`config.mk`:
```
export PLATFORM = sky130hd
export DESIGN_NAME = net_dr2l2_snack_route_flat
export DESIGN_NICKNAME = d
export VERILOG_FILES = /design/src/rtl/net_dr2l2_snack_route_pkg.sv /design/src/rtl/net_dr2l2_snack_route_if.sv /design/src/rtl/net_dr2l2_snack_route_fifo.sv /design/src/rtl/net_dr2l2_snack_route.sv /design/src/flat_wrapper.sv
export SDC_FILE = /design/constraint.sdc
export NUM_CORES = 1
export LEC_CHECK = 0
export ABC_AREA = 1
export CAP_MARGIN = 10
export CORE_ASPECT_RATIO = 1.1
export CORE_UTILIZATION = 35
export DETAILED_ROUTE_END_ITERATION = 6
export GPL_TIMING_DRIVEN = 1
export PLACE_DENSITY = 0.54
export REMOVE_ABC_BUFFERS = 1
export SYNTH_ARGS = -nofsm -noshare
export SYNTH_HDL_FRONTEND = slang
export SYNTH_SLANG_ARGS = --single-unit
```
`constraint.sdc`:
```
create_clock -name clk -period 2.3 [get_ports clk]
set_input_delay 0.69 -clock clk [delete_from_list [all_inputs] [get_ports clk]]
set_output_delay 0.69 -clock clk [all_outputs]
set_load 0.01 [all_outputs]
```
`src/rtl/net_dr2l2_snack_route_pkg.sv`:
```
// ---------------------------------------------------------------------------
// net_dr2l2_snack_route_pkg
//   Shared types and constants for the directory -> L2 snack return path.
//   - NUM_L2_DEF : default number of L2 destinations (c0/c1 x l2i,l2d_0,l2d_1)
//   - L2ID_W     : width of the node-id field carried in every snack
//   - l2_nid_e   : node-id encoding of the L2 pipes
//   - I_drtol2_snack_type : snack payload
//   - snack_dest(): extracts the destination index from a snack
// ---------------------------------------------------------------------------
package net_dr2l2_snack_route_pkg;

  localparam int NUM_L2_DEF = 6;
  localparam int L2ID_W     = 4;

  // Node ids 6..15 are not L2 pipes in the 6-destination build; the router
  // counts and discards anything addressed to them.
  typedef enum logic [L2ID_W-1:0] {
    C0_L2I  = 4'd0,
    C0_L2D0 = 4'd1,
    C0_L2D1 = 4'd2,
    C1_L2I  = 4'd3,
    C1_L2D0 = 4'd4,
    C1_L2D1 = 4'd5
  } l2_nid_e;

  typedef struct packed {
    logic [L2ID_W-1:0] nid;
    logic [3:0]        cmd;
    logic [31:0]       addr;
    logic [7:0]        tag;
  } I_drtol2_snack_type;

  function automatic logic [L2ID_W-1:0] snack_dest(input I_drtol2_snack_type s);
    return s.nid;
  endfunction

endpackage

```
`src/rtl/net_dr2l2_snack_route_if.sv`:
```
// ---------------------------------------------------------------------------
// net_dr2l2_snack_route_if
//   Bundles the directory-side input stream and the per-L2 output streams.
//   Signals:
//     drtol2_snack_valid / drtol2_snack_retry / drtol2_snack : directory input
//     l2_snack_valid[NUM_L2] / l2_snack_retry[NUM_L2] / l2_snack[NUM_L2] :
//                                                      per-L2 outputs
//   Modports:
//     master : directory + L2 side (drives input stream and L2 retries)
//     slave  : the router
//
//   Handshake (every stream): a word transfers on a clock edge where
//   valid && !retry. Once valid is raised the sender keeps valid and payload
//   stable while retry is high. valid never depends combinationally on retry.
// ---------------------------------------------------------------------------
interface net_dr2l2_snack_route_if
  import net_dr2l2_snack_route_pkg::*;
#(
  parameter int NUM_L2 = NUM_L2_DEF
) ();

  logic               drtol2_snack_valid;
  logic               drtol2_snack_retry;
  I_drtol2_snack_type drtol2_snack;

  logic [NUM_L2-1:0]  l2_snack_valid;
  logic [NUM_L2-1:0]  l2_snack_retry;
  I_drtol2_snack_type l2_snack [NUM_L2];

  modport master (
    output drtol2_snack_valid,
    output drtol2_snack,
    input  drtol2_snack_retry,
    input  l2_snack_valid,
    input  l2_snack,
    output l2_snack_retry
  );

  modport slave (
    input  drtol2_snack_valid,
    input  drtol2_snack,
    output drtol2_snack_retry,
    output l2_snack_valid,
    output l2_snack,
    input  l2_snack_retry
  );

endinterface

```
`src/rtl/net_dr2l2_snack_route_fifo.sv`:
```
// ---------------------------------------------------------------------------
// net_dr2l2_snack_route_fifo
//   Per-destination snack FIFO with valid/retry on both sides.
//   Ports:
//     clk, rst_n            : clock, asynchronous active-low reset
//     in_valid/in_retry     : write side; in_retry = in_valid && full
//     in_data               : snack to enqueue
//     out_valid/out_retry   : read side; out_valid = !empty
//     out_data              : head entry, read straight from storage flops
//   Pointers carry one extra wrap bit so full and empty are distinguishable
//   when the index bits match. full/empty come only from registered pointers,
//   so a pop this cycle frees a slot for the writer only on the next cycle.
// ---------------------------------------------------------------------------
module net_dr2l2_snack_route_fifo
  import net_dr2l2_snack_route_pkg::*;
#(
  parameter int DEPTH = 2
) (
  input  logic               clk,
  input  logic               rst_n,
  input  logic               in_valid,
  output logic               in_retry,
  input  I_drtol2_snack_type in_data,
  output logic               out_valid,
  input  logic               out_retry,
  output I_drtol2_snack_type out_data
);

  localparam int PTR_W = $clog2(DEPTH);

  logic [PTR_W:0]     wr_ptr_q, wr_ptr_d;
  logic [PTR_W:0]     rd_ptr_q, rd_ptr_d;
  I_drtol2_snack_type mem_q [DEPTH];
  I_drtol2_snack_type mem_d [DEPTH];

  logic           empty;
  logic           full;
  logic           push;
  logic           pop;
  logic [PTR_W:0] occ;

  assign empty = (wr_ptr_q == rd_ptr_q);
  assign full  = (wr_ptr_q[PTR_W] != rd_ptr_q[PTR_W]) &&
                 (wr_ptr_q[PTR_W-1:0] == rd_ptr_q[PTR_W-1:0]);

  assign in_retry  = in_valid && full;
  assign push      = in_valid && !full;
  assign out_valid = !empty;
  assign pop       = out_valid && !out_retry;
  assign out_data  = mem_q[rd_ptr_q[PTR_W-1:0]];

  // Wrap-bit subtraction gives the true occupancy modulo 2*DEPTH.
  assign occ = wr_ptr_q - rd_ptr_q;

  always_comb begin
    mem_d    = mem_q;
    wr_ptr_d = wr_ptr_q;
    rd_ptr_d = rd_ptr_q;
    if (push) begin
      mem_d[wr_ptr_q[PTR_W-1:0]] = in_data;
      wr_ptr_d = wr_ptr_q + (PTR_W+1)'(1);
    end
    if (pop) begin
      rd_ptr_d = rd_ptr_q + (PTR_W+1)'(1);
    end
  end

  always_ff @(posedge clk or negedge rst_n) begin
    if (!rst_n) begin
      wr_ptr_q <= '0;
      rd_ptr_q <= '0;
      for (int k = 0; k < DEPTH; k++) begin
        mem_q[k] <= '0;
      end
    end else begin
      wr_ptr_q <= wr_ptr_d;
      rd_ptr_q <= rd_ptr_d;
      mem_q    <= mem_d;
    end
  end

  // Occupancy can never exceed the depth (no overflow, and an underflow
  // would wrap to a large value and trip the same check).
  always_ff @(posedge clk) begin
    if (rst_n) begin
      assert (occ <= (PTR_W+1)'(DEPTH));
    end
  end

endmodule

```
`src/rtl/net_dr2l2_snack_route.sv`:
```
// ---------------------------------------------------------------------------
// net_dr2l2_snack_route
//   Routes the single directory snack stream to one of NUM_L2 L2 pipes by the
//   node-id in each snack. Each destination owns a FIFO_D-deep FIFO, so a
//   stalled L2 only back-pressures the directory when a snack for that L2
//   arrives while its FIFO is full.
//   Ports:
//     clk       : clock
//     reset     : asynchronous active-low reset
//     bus       : slave side of net_dr2l2_snack_route_if (input stream and
//                 per-L2 output streams)
//     drop_cnt  : saturating count of snacks dropped for a bad node-id
//     drop_err  : sticky flag, set by any bad node-id snack until reset
//   Input retry depends only on the input node-id and registered FIFO state;
//   there is no path from any l2_snack_retry to drtol2_snack_retry.
// ---------------------------------------------------------------------------
module net_dr2l2_snack_route
  import net_dr2l2_snack_route_pkg::*;
#(
  parameter int NUM_L2 = NUM_L2_DEF,
  parameter int FIFO_D = 2,
  parameter int CNT_W  = 8
) (
  input  logic                     clk,
  input  logic                     reset,
  net_dr2l2_snack_route_if.slave   bus,
  output logic [CNT_W-1:0]         drop_cnt,
  output logic                     drop_err
);

  localparam logic [L2ID_W-1:0] NUM_L2_ID = L2ID_W'(NUM_L2);

  logic [L2ID_W-1:0]  dest;
  logic               dest_ok;
  logic               drop_now;
  logic [NUM_L2-1:0]  push_req;
  logic [NUM_L2-1:0]  fifo_in_retry;
  logic [NUM_L2-1:0]  l2_valid;
  I_drtol2_snack_type l2_data [NUM_L2];

  logic [CNT_W-1:0]   drop_cnt_q, drop_cnt_d;
  logic               drop_err_q, drop_err_d;

  assign dest    = snack_dest(bus.drtol2_snack);
  assign dest_ok = (dest < NUM_L2_ID);

  // Bad node-ids are always accepted (never retried) and simply discarded.
  assign drop_now = bus.drtol2_snack_valid && !dest_ok;

  for (genvar i = 0; i < NUM_L2; i++) begin : g_dest
    assign push_req[i] = bus.drtol2_snack_valid && dest_ok &&
                         (dest == L2ID_W'(i));

    net_dr2l2_snack_route_fifo #(
      .DEPTH (FIFO_D)
    ) u_fifo (
      .clk       (clk),
      .rst_n     (reset),
      .in_valid  (push_req[i]),
      .in_retry  (fifo_in_retry[i]),
      .in_data   (bus.drtol2_snack),
      .out_valid (l2_valid[i]),
      .out_retry (bus.l2_snack_retry[i]),
      .out_data  (l2_data[i])
    );
  end

  // At most one push_req bit is set, so the OR is the retry of the one
  // FIFO the current snack targets.
  assign bus.drtol2_snack_retry = |fifo_in_retry;
  assign bus.l2_snack_valid     = l2_valid;
  assign bus.l2_snack           = l2_data;

  always_comb begin
    drop_cnt_d = drop_cnt_q;
    drop_err_d = drop_err_q;
    if (drop_now) begin
      drop_err_d = 1'b1;
      if (drop_cnt_q != {CNT_W{1'b1}}) begin
        drop_cnt_d = drop_cnt_q + CNT_W'(1);
      end
    end
  end

  always_ff @(posedge clk or negedge reset) begin
    if (!reset) begin
      drop_cnt_q <= '0;
      drop_err_q <= 1'b0;
    end else begin
      drop_cnt_q <= drop_cnt_d;
      drop_err_q <= drop_err_d;
    end
  end

  assign drop_cnt = drop_cnt_q;
  assign drop_err = drop_err_q;

endmodule

```
`src/flat_wrapper.sv`:
```
// flat-port wrapper written by rule: the top's interface ports become plain ports
module net_dr2l2_snack_route_flat import net_dr2l2_snack_route_pkg::*;
#(
  parameter int NUM_L2 = NUM_L2_DEF,
  parameter int FIFO_D = 2,
  parameter int CNT_W  = 8
)
  (clk, reset, drop_cnt, drop_err, bus_drtol2_snack_valid, bus_drtol2_snack, bus_drtol2_snack_retry, bus_l2_snack_valid, bus_l2_snack, bus_l2_snack_retry);
  net_dr2l2_snack_route_if #(.NUM_L2(NUM_L2)) bus_i ();
  input  logic clk;
  input  logic reset;
  output logic [CNT_W-1:0] drop_cnt;
  output logic drop_err;
  input wire logic [$bits(bus_i.drtol2_snack_valid)-1:0] bus_drtol2_snack_valid;
  input wire logic [$bits(bus_i.drtol2_snack)-1:0] bus_drtol2_snack;
  output wire logic [$bits(bus_i.drtol2_snack_retry)-1:0] bus_drtol2_snack_retry;
  output wire logic [$bits(bus_i.l2_snack_valid)-1:0] bus_l2_snack_valid;
  output wire logic [$bits(bus_i.l2_snack)-1:0] bus_l2_snack;
  input wire logic [$bits(bus_i.l2_snack_retry)-1:0] bus_l2_snack_retry;
  assign bus_i.drtol2_snack_valid = bus_drtol2_snack_valid;
  assign bus_i.drtol2_snack = bus_drtol2_snack;
  assign bus_drtol2_snack_retry = bus_i.drtol2_snack_retry;
  assign bus_l2_snack_valid = bus_i.l2_snack_valid;
  assign bus_l2_snack = {>>{bus_i.l2_snack}};
  assign bus_i.l2_snack_retry = bus_l2_snack_retry;
  net_dr2l2_snack_route #(.NUM_L2(NUM_L2), .FIFO_D(FIFO_D), .CNT_W(CNT_W)) u_core (.clk(clk), .reset(reset), .bus(bus_i), .drop_cnt(drop_cnt), .drop_err(drop_err));
endmodule
```
==> key figures <==
Run status
  • Status: finished, violations left
  • Failing checks: negative setup slack

Place
  • Pre-CTS WS: -696 ps
  • Port bufs: 360
  • Final GP Congestion: 0.806
  • Final HPWL DP: 62.3 mm
  • Total placed cells including tap cells: 4558

GRT
  • First-pass GRT wire length: between 100 and 150 mm
  • Initial antenna violation count: 5
  • Gr ovfl total: 0
  • Vias in the first global route: around 23000
  • GRT Total Usage: 0.256
  • Largest net degree at the start of global routing: 78

STA
  • Max-slew violations: 0
  • Clock Skews: between 20 and 30 ps
  • Slew HR: 0.485
  • Endpoints failing setup: slightly below 300
  • Worst-margin pin slew: around 770 ps
  • Final min period: ~2600 ps
  • Fin crit share: 1.11
  • RSZ-0062 raised after global routing: true
  • Fmax: 392 MHz
  • Hold Vio Cnt, Final: 0
  • Fin worst setup slack: -254 ps

Cells and area
  • Fillcell total: between 7000 and 8000
  • Layout cells sized above 1: 0.240
  • Post-Layout Cell Count: 4792
  • Final Net Count: ~3800
  • Layout area overhead: 39.1%

Synthesis
  • Sequential area share after synthesis: 0.574
  • Avg Inst Size Synth: between 8 and 9 um2
  • Post-synth cell types: 21
  • Synth cell count leaders: nand2_1, dfrtp_1, o21ai_0
  • Synthesized flop and latch total: 609
  • Ys Warns: 0
  • Cell area after synthesis: 0.0266 mm2
  • Post-synth EDFFs: 0
  • Share of flip-flops with an asynchronous set or reset: 1.00
  • Syn Inst Count: ~3300
  • Post-synth top area cell: dfrtp_1
  • Synth area leaders: dfrtp_1, nand2_1, o21ai_0, nand4_1, clkbuf_1
  • Synth top area share: 0.574
  • Count leader, synth: nand2_1
  • Primary FF master, synth: dfrtp_1

Worst setup path
  • RR Startpoint: u_core.g_dest[4].u_fifo.rd_ptr_q[0]
  • Crit path from: u_core.g_dest[1].u_fifo.rd_ptr_q[0]
  • Critical Path Fanout Max: 6
  • Worst r2r dst: u_core.g_dest[4].u_fifo.mem_q[23]
  • CP Capture Type: primary output
  • CP endpoint: bus_l2_snack[219]
  • Worst r2r path cells: 9
  • CP required: between 1500 and 2000 ps
  • CP max-delay cell: dfrtp_2
  • Critical Path Start Type: flop
  • Crit-path cells: inv_8 -> buf_12 -> buf_12 -> clkbuf_16 -> nand2_1 -> nand2_1 -> buf_2
  • Critical Path AT: between 1500 and 2000 ps
  • Worst R2R Setup Slack: 10 ps
  • Worst path max stage delay: ~460 ps
  • Critical path class: reg2out

Routing
  • WL per Instance: approximately 21 um
  • DRT antenna net count: 0
  • Routed WL: slightly above 100 mm
  • Top sig layer: met4
  • Iter 0 DRT Violations: around 2200
  • DRT met1 WL: 45.1 mm
  • Avg Vias per Cell: between 5 and 6
  • Via count: between 20000 and 25000
  • Met3 Wirelength: between 5 and 6 mm
  • Router iterations before antenna repair: 5
  • Routed wl met2: about 49 mm
  • DRC: 0

Floorplanning
  • Die Ht: just under 300 um
  • Die X: around 260 um
  • Initial Util: 0.355
  • Die area: around 0.077 mm2
  • Core ar.: 0.0749 mm2
  • Row count: 105
  • I/O pin cnt: ~360

Run
  • Max Cap Viol: 0

Clock network
  • TritonCTS clock tree: built
  • Cts bufs inserted: 70
  • CTS H-Tree Depth: 3
  • Clock Path Buffers: 3
  • CTS root buf: clkbuf_16
  • Clk pin slew, worst setup/hold paths: 60 ps
  • Sink Count: between 600 and 700
  • Clock Latency Late Sink: just over 600 ps

Power and ir drop
  • Leakage: about 20 nW
  • Pwr dens: about 1500 mW/mm2
  • Worst VDD drop: just under 0.9 mV

Worst hold path
  • Hold Crit Class: reg2reg
-- registers in the layout (all words and copies together) (netlist names) --
register	count
u_core.drop_err	1
u_core.g_dest.u_fifo.wr_ptr_q	12
u_core.g_dest.u_fifo.rd_ptr_q	12
u_core.g_dest.u_fifo.mem_q	576
u_core.drop_cnt	8
-- per-layer routing --
layer | GRT usage | vias up
li1 | - | 11400
met1 | 0.355 | 11900
met2 | 0.417 | 692
met3 | 0.0316 | 104
met4 | 0.0794 | 0
met5 | 0 | -
-- kinds of logic (layout without fill, tap and decap cells) --
group,after synthesis,count (layout),share of synthesized area
AND/OR/NAND/NOR,1938,1938,0.293
flip-flops,609,609,0.574
AO/OA/AOI/OAI,371,371,0.0699
buffers and inverters,367,883,0.0564
XOR/XNOR,20,20,0.00659
adder cells (fa/ha/maj),1,1,0.000471
other,0,7,0
-- where the power goes --
group / internal (W) / switching [W]
sequential: 0.0149 / 0.00261
combinational: 0.0114 / 0.0151
clock: 0.00680 / 0.00467
-- worst min-delay path by stage --
stage | from | endpoint | slack, ps | depth (start not counted)
6_report | u_core.g_dest[5].u_fifo.mem_q[94] | u_core.g_dest[5].u_fifo.mem_q[94] | 450 | 2
5_1_grt | u_core.g_dest[3].u_fifo.mem_q[92] | u_core.g_dest[3].u_fifo.mem_q[92] | 480 | 2
4_1_cts | u_core.g_dest[1].u_fifo.mem_q[92] | u_core.g_dest[1].u_fifo.mem_q[92] | 450 | 2
3_3_place_gp | u_core.g_dest[3].u_fifo.mem_q[92] | u_core.g_dest[3].u_fifo.mem_q[92] | 430 | 2
2_1_floorplan | reset | u_core.drop_cnt[0] | 390 | 0
3_5_place_dp | u_core.g_dest[1].u_fifo.mem_q[92] | u_core.g_dest[1].u_fifo.mem_q[92] | 440 | 2
-- cell type report --
cell class,instances,area (um2),area share
tap,963,1200,0.0326
clock inverter,24,284,0.00769
timing repair buffer,618,6630,0.179
clock buffer,104,2060,0.0558
inverter,137,547,0.0148
antenna,7,17.5,0.000474
sequential,609,15200,0.413
multi-input combinational,2330,11000,0.296
-- placed cells by master, fill, tap and decap left out, drive strengths merged, types with 11 or more instances in the layout --
cell	Yosys	routed
buf	93	461
clkinv	0	14
nand2	1700	1700
clkdlybuf4s15	0	23
dlygate4sd2	0	27
xnor2	11	11
o21ai	368	368
inv	137	137
nor2	25	25
nand4	182	182
nand3	24	24
dfrtp	609	609
clkdlybuf4s50	0	59
clkbuf	137	149
-- critical path, delay by kind of cell, from the launching register on --
kind          cells  cell delay, ps
buf+inv           5             650
flops             1             460
simple gates      2             130
-- per-stage QoR --
step | cell area [um2] | power [W] | hold WS, ps | util | setup TNS [ps]
2_1_floorplan | 25600 | 0.0260 | 394 | - | -1313190
3_3_place_gp | 32500 | 0.0395 | 430 | 0.435 | -68280
3_5_place_dp | 32500 | 0.0397 | 436 | 0.435 | -75540
4_1_cts | 35500 | 0.0525 | 448 | 0.474 | -62790
5_1_grt | 36900 | 0.0586 | 478 | 0.493 | -64760
6_report | 37000 | 0.0555 | 449 | 0.493 | -44410
-- repair_timing --
| action | 4_1_cts | 5_1_grt |
|---|---|---|
| pin swaps | 16 | 68 |
| hold buffers | 1 | 0 |
| buffers inserted | 39 | 41 |
| endpoints found under the setup margin | 302 | 341 |
| cloned | 14 | 11 |
| hold endpoints to repair | 19 | 0 |
| resized for setup | 1062 | 532 |
(Power assumes the default switching activity.)
